`src/rtl/trap_seq_ctrl.sv`:
```
// Machine-mode trap entry / mret sequencer between commit and the CSR file.
// Stalls and flushes, drains memory traffic, strobes the CSR update once, then redirects fetch.
module trap_seq_ctrl #(
   parameter int XLEN          = 64,
   parameter int DRAIN_TIMEOUT = 255,
   parameter int CNT_W         = 32
) (
   input  logic             clk,
   input  logic             rst,
   input  logic             cmt_valid,
   input  logic [XLEN-1:0]  cmt_pc,
   input  logic             cmt_ecall,
   input  logic             cmt_mret,
   input  logic             tmr_irq_pend,
   input  logic             mem_busy,
   input  logic             ex_stall,
   input  logic [XLEN-1:0]  csr_mtvec,
   input  logic [XLEN-1:0]  csr_mepc,
   output logic             stall_req,
   output logic             flush,
   output logic             ecall_trap_ena,
   output logic             tmr_trap_ena,
   output logic             cmt_mret_ena,
   output logic [XLEN-1:0]  trap_mcause_value,
   output logic [XLEN-1:0]  trap_epc,
   output logic             redirect_valid,
   output logic [XLEN-1:0]  redirect_pc,
   output logic             drain_err,
   output logic [CNT_W-1:0] trap_cnt,
   output logic [CNT_W-1:0] mret_cnt,
   output logic [1:0]       state_dbg
);
   localparam int DC_W = $clog2(DRAIN_TIMEOUT + 1);
   localparam logic [XLEN-1:0] CAUSE_ECALL = XLEN'(11);
   localparam logic [XLEN-1:0] CAUSE_IRQ   = {1'b1, (XLEN-1)'(7)};
   localparam logic [XLEN-1:0] ALIGN_MASK  = ~XLEN'(3);

   typedef enum logic [1:0] {IDLE, DRAIN, COMMIT, REDIRECT} state_t;
   typedef enum logic [1:0] {K_NONE, K_IRQ, K_ECALL, K_MRET} kind_t;

   state_t           state_q, state_d;
   kind_t            kind_q, kind_d;
   logic [XLEN-1:0]  epc_q, epc_d;
   logic [XLEN-1:0]  cause_q, cause_d;
   logic [DC_W-1:0]  dcnt_q;
   logic             irq_ev;
   logic             drain_to;
   logic             commit_fire;

   // A zero PC marks a bubble, so a pending interrupt cannot be attached to it.
   assign irq_ev    = tmr_irq_pend && (cmt_pc != '0);
   assign state_dbg = state_q;

   always_comb begin
      state_d           = state_q;
      kind_d            = kind_q;
      epc_d             = epc_q;
      cause_d           = cause_q;
      stall_req         = (state_q != IDLE);
      flush             = 1'b0;
      ecall_trap_ena    = 1'b0;
      tmr_trap_ena      = 1'b0;
      cmt_mret_ena      = 1'b0;
      trap_mcause_value = '0;
      trap_epc          = '0;
      redirect_valid    = 1'b0;
      redirect_pc       = '0;
      drain_to          = 1'b0;
      commit_fire       = 1'b0;
      case (state_q)
         IDLE: begin
            if (cmt_valid && (irq_ev || cmt_ecall || cmt_mret)) begin
               state_d = DRAIN;
               flush   = 1'b1;
               epc_d   = cmt_pc & ALIGN_MASK;
               if (irq_ev) begin
                  kind_d  = K_IRQ;
                  cause_d = CAUSE_IRQ;
               end else if (cmt_ecall) begin
                  kind_d  = K_ECALL;
                  cause_d = CAUSE_ECALL;
               end else begin
                  kind_d  = K_MRET;
                  cause_d = '0;
               end
            end
         end
         DRAIN: begin
            if (!mem_busy) begin
               state_d = COMMIT;
            end else if (dcnt_q == DC_W'(DRAIN_TIMEOUT - 1)) begin
               state_d  = COMMIT;
               drain_to = 1'b1;
            end
         end
         COMMIT: begin
            if (!ex_stall) begin
               commit_fire       = 1'b1;
               ecall_trap_ena    = (kind_q == K_ECALL);
               tmr_trap_ena      = (kind_q == K_IRQ);
               cmt_mret_ena      = (kind_q == K_MRET);
               trap_mcause_value = cause_q;
               trap_epc          = epc_q;
               state_d           = REDIRECT;
            end
         end
         REDIRECT: begin
            // CSR values are read here, one edge after the CSR update strobe.
            redirect_valid = 1'b1;
            redirect_pc    = (kind_q == K_MRET) ? csr_mepc : (csr_mtvec & ALIGN_MASK);
            state_d        = IDLE;
         end
         default: state_d = IDLE;
      endcase
   end

   always_ff @(posedge clk) begin
      if (rst) begin
         state_q   <= IDLE;
         kind_q    <= K_NONE;
         epc_q     <= '0;
         cause_q   <= '0;
         dcnt_q    <= '0;
         drain_err <= 1'b0;
         trap_cnt  <= '0;
         mret_cnt  <= '0;
      end else begin
         state_q <= state_d;
         kind_q  <= kind_d;
         epc_q   <= epc_d;
         cause_q <= cause_d;
         if (state_q != DRAIN)
            dcnt_q <= '0;
         else if (mem_busy)
            dcnt_q <= dcnt_q + 1'b1;
         if (drain_to)
            drain_err <= 1'b1;
         if (commit_fire && (kind_q == K_MRET))
            mret_cnt <= mret_cnt + 1'b1;
         else if (commit_fire)
            trap_cnt <= trap_cnt + 1'b1;
      end
   end

   // Upstream must hold commit off while the pipeline is stalled.
   always_ff @(posedge clk) begin
      if (!rst)
         assert (!(stall_req && cmt_valid));
   end
endmodule
```
`config.mk`:
```
export PLATFORM = sky130hd
export DESIGN_NAME = trap_seq_ctrl
export DESIGN_NICKNAME = d
export VERILOG_FILES = /design/src/rtl/trap_seq_ctrl.sv
export SDC_FILE = /design/constraint.sdc
export NUM_CORES = 1
export LEC_CHECK = 0
export BUFFER_PORTS_ARGS = -buffer_cell sky130_fd_sc_hd__buf_2
export CAP_MARGIN = 20
export CORE_AREA = 2 2 181 183
export CTS_CLUSTER_SIZE = 28
export DETAILED_ROUTE_END_ITERATION = 8
export DIE_AREA = 0 0 183 185
export PLACE_DENSITY_LB_ADDON = 0.3
export SYNTH_ARGS = -nofsm -noshare
export SYNTH_HDL_FRONTEND = slang
export SYNTH_SLANG_ARGS = --single-unit
```
`constraint.sdc`:
```
create_clock -name clk -period 2 [get_ports clk]
set_clock_uncertainty 0.05 [all_clocks]
set_input_delay 0.2 -clock clk [delete_from_list [all_inputs] [get_ports clk]]
set_output_delay 0.2 -clock clk [all_outputs]
set_load 0.005 [all_outputs]
```
==> metrics.md <==
| Metric | Value |
|---|---|
| R2r worst-path depth | `10` |
| Final min period | `roughly 2.1 ns` |
| First-pass DRT Iterations | `5` |
| Cell family contributing the most delay on the critical path | `simple AND/OR/NAND/NOR gates` |
| Layout cells sized above 1 | `46.3%` |
| Netlist cell types | `46` |
| Via count | `just over 10000` |
| Reg clk slew, reported paths | `approximately 0.070 ns` |
| Clock sinks | `142` |
| Max Clk Rate | `around 470 MHz` |
| Largest stage delay, worst path | `0.61 ns` |
| Final GP Congestion | `a little over 0.8` |
| Slack of the worst reg-to-reg path | `-0.03 ns` |
| Die Ht | `approximately 190 um` |
| CP Buf/Inv Count | `3` |
| Top cell type's share of synthesized area | `30.6%` |
| Most frequent cell after synthesis | `nand2_1` |
| Final setup TNS | `-2.53 ns` |
| Worst setup EP type | `primary output` |
| Fin Hold WS | `0.0262 ns` |
| Crit path DAT | `1.87 ns` |
| Placed cell area | `~0.012 sq mm` |
| Fin crit share | `106%` |
| Number of diodes | `0` |
| Sequential share of the synthesized area | `a little under a third` |
| Top post-synthesis cells by count | `154 x nand2_1, 142 x dfxtp_1, 76 x clkbuf_1, 72 x inv_1` |
| Starting DRT DRC Count | `550` |
| CP max stage cell | `or4_4` |
| Post-layout nets | `1856` |
| Fin worst setup slack | `-0.120 ns` |
| Top-Level Pins | `approximately 470` |
| Ys Warns | `0` |
| H-Tree Depth | `4` |
| Grt ovf | `0` |
| CP max FO | `2` |
| #FFs+latches synth | `between 100 and 150` |
| Cell Chain, Critical Path | `buf_6 -> nor4_4 -> buf_4 -> nand4_1 -> or4_4 -> nand2_4 -> nand2_2 -> buf_6` |
| Cts hold-fix bufs | `0` |
| Hpwl dp | `between 20 and 25 mm` |
| Post-DRT Antenna Nets | `0` |
| Top post-synthesis cells by area | `dfxtp_1 31%, o211a_1 6.7%, nand2_1 6.2%` |
| Post-synth design cell area | `slightly above 0.009 sq mm` |
| Hold depth | `2` |
| Endpoints failing setup | `between 50 and 60` |
| Syn_area_per_cell | `between 8 and 9 sq um` |
| Post-route cell area | `between 0.015 and 0.02 sq mm` |
| Initial antenna violation count | `0` |
| DRC | `0` |
| Number of stages on the worst setup path | `8` |
| Final Hold Viols | `0` |
| Max_slew headroom | `42.4%` |
| Total track usage | `between 20% and 30%` |
| Initial Util | `between 20 and 30%` |
| RSZ-0062 raised after global routing | `yes` |
| Maxcap violations | `0` |
| First-pass GRT wire length | `55.6 mm` |
| # rows | `between 60 and 70` |
| Clock Tree Root | `clkbuf_16` |
| DRT Wirelength | `~39 mm` |
| Clock Tree Buf Depth | `2` |
| TritonCTS clock tree | `yes` |
| Pwr per Cell Area | `~670 mW/mm^2` |
| Peak supply drop | `624 uV` |
| Worst-margin pin slew | `about 0.86 ns` |
| P_leak | `between 0.007 and 0.008 uW` |
| Drt via density | `approximately 5` |
| Worst setup SP type | `input port` |
| Area delta synth->final | `62.0%` |
| Mapped Cells | `about 1200` |
| Number of global-route vias before repair | `approximately 9500` |
| Total CTS buffers | `17` |
| Die area | `between 0.03 and 0.04 sq mm` |
| Final Max Tran Viols | `0` |
| Critical path class | `input port to primary output` |
| CP most frequent cell | `buf_6` |
| Main synth FF type | `dfxtp_1` |
| Critical Path RT | `~1.8 ns` |
| Post-synth EDFFs | `0` |
| Die width | `between 150 and 200 um` |
| Clk_lat worst skew | `around 0.44 ns` |
| Hold Crit Class | `input port to flop` |
| DR WL/cell | `approximately 19 um` |
| PortBufs | `roughly 400` |
| Placeable Area | `0.0320 sq mm` |
| Area leader, netlist | `dfxtp_1` |
| Largest net degree at the start of global routing | `66` |
| Outcome | `complete, but fails checks` |
| Failing checks | `negative setup slack` |
| Fraction of registers with async set/reset | `0%` |
[layer usage]
metal | track usage, % | wire length [um] | vias up
li1 | - | - | 4939
met1 | 29.0 | 16800 | 5004
met2 | 32.1 | 18000 | 413
met3 | 6.92 | 3620 | 32
met4 | 5.06 | 462 | 0
met5 | 0 | 0 | -
[worst register-to-register path: cells and delay by family (launching register included)]
kind | cells | cell delay, ns
AND/OR/NAND/NOR | 4 | 0.91
AO/OA/AOI/OAI | 1 | 0.14
buffers and inverters | 4 | 0.41
flip-flops | 1 | 0.33
adder cells (fa/ha/maj) | 1 | 0.13
[report_power, final]
| part | internal (uW) | leakage (uW) | switching, uW |
|---|---|---|---|
| registers | 3090 | 0.00115 | 152 |
| logic | 1880 | 0.00649 | 1940 |
| clock network | 1620 | 0.000257 | 1440 |
[state kept, by name, summed over array words and instances (netlist names)]
| register | count |
|---|---|
| epc_q | 62 |
| mret_cnt | 32 |
| trap_cnt | 32 |
| dcnt_q | 8 |
| cause_q | 3 |
| kind_q | 2 |
| state_dbg | 2 |
| drain_err | 1 |
[metrics by stage]
step	util [%]	setup slack, ns	instances	total power, uW
6_report	47.0	-0.120	2068	10100
4_1_cts	43.9	-0.111	2054	9860
5_1_grt	47.0	-0.164	2068	10700
3_3_place_gp	38.4	-0.653	1984	5980
2_1_floorplan	-	-0.0194	1220	4880
3_5_place_dp	38.4	-0.707	1984	6010
[timing repair]
item,4_1_cts,5_1_grt
pin swaps,26,75
setup buffers,23,16
cloned,19,9
resized for setup,171,206
endpoints found under the setup margin,190,220
[cell type report]
type	instances	area, sq um
Clock buffer	17	425
Clock inverter	15	130
Fill cell	3103	17000
Inverter	74	280
Multi-Input combinational cell	844	6380
Sequential cell	142	2850
Tap cell	408	510
Timing Repair Buffer	568	4490
[placed cells by master, fill, tap and decap left out, types with 8 or more instances in the layout]
cell and instances:
buf_2 327, nand2_1 149, dfxtp_1 139, buf_4 108, buf_6 83, inv_1 71, and2_4 62, o211a_1 62
nor2_1 61, conb_1 61, o21ba_1 56, a2111oi_0 54, xor2_1 33, a21boi_1 31, buf_12 26, nand4_1 25
nand3_1 25, clkbuf_16 25, a21boi_2 24, xnor2_1 22, nor4_4 21, a21oi_1 17, o21ai_0 12, buf_16 12
and4_1 10, or3_1 8
[worst paths after layout]
check | from | endpoint
worst min register to register | cause_q[2] | cause_q[2]
worst max-delay path | cmt_pc[7] | flush
worst max register to register | state_dbg[0] | trap_cnt[31]
worst min-delay path | mem_busy | dcnt_q[1]
[cell families (layout without fill, tap and decap cells)]
family | Yosys count | after routing | synth area share [%]
muxes | 2 | 2 | 0.215
other | 1 | 61 | 0.0403
DFF | 142 | 142 | 30.6
AOI/OAI and AO/OA | 296 | 296 | 27.4
buffers and inverters | 234 | 674 | 12.4
and+or+nand+nor | 421 | 421 | 23.0
xor gates and xnor gates | 55 | 55 | 5.18
adders and majority gates | 9 | 9 | 1.21
Note: power is estimated with default switching activity, not from simulation.
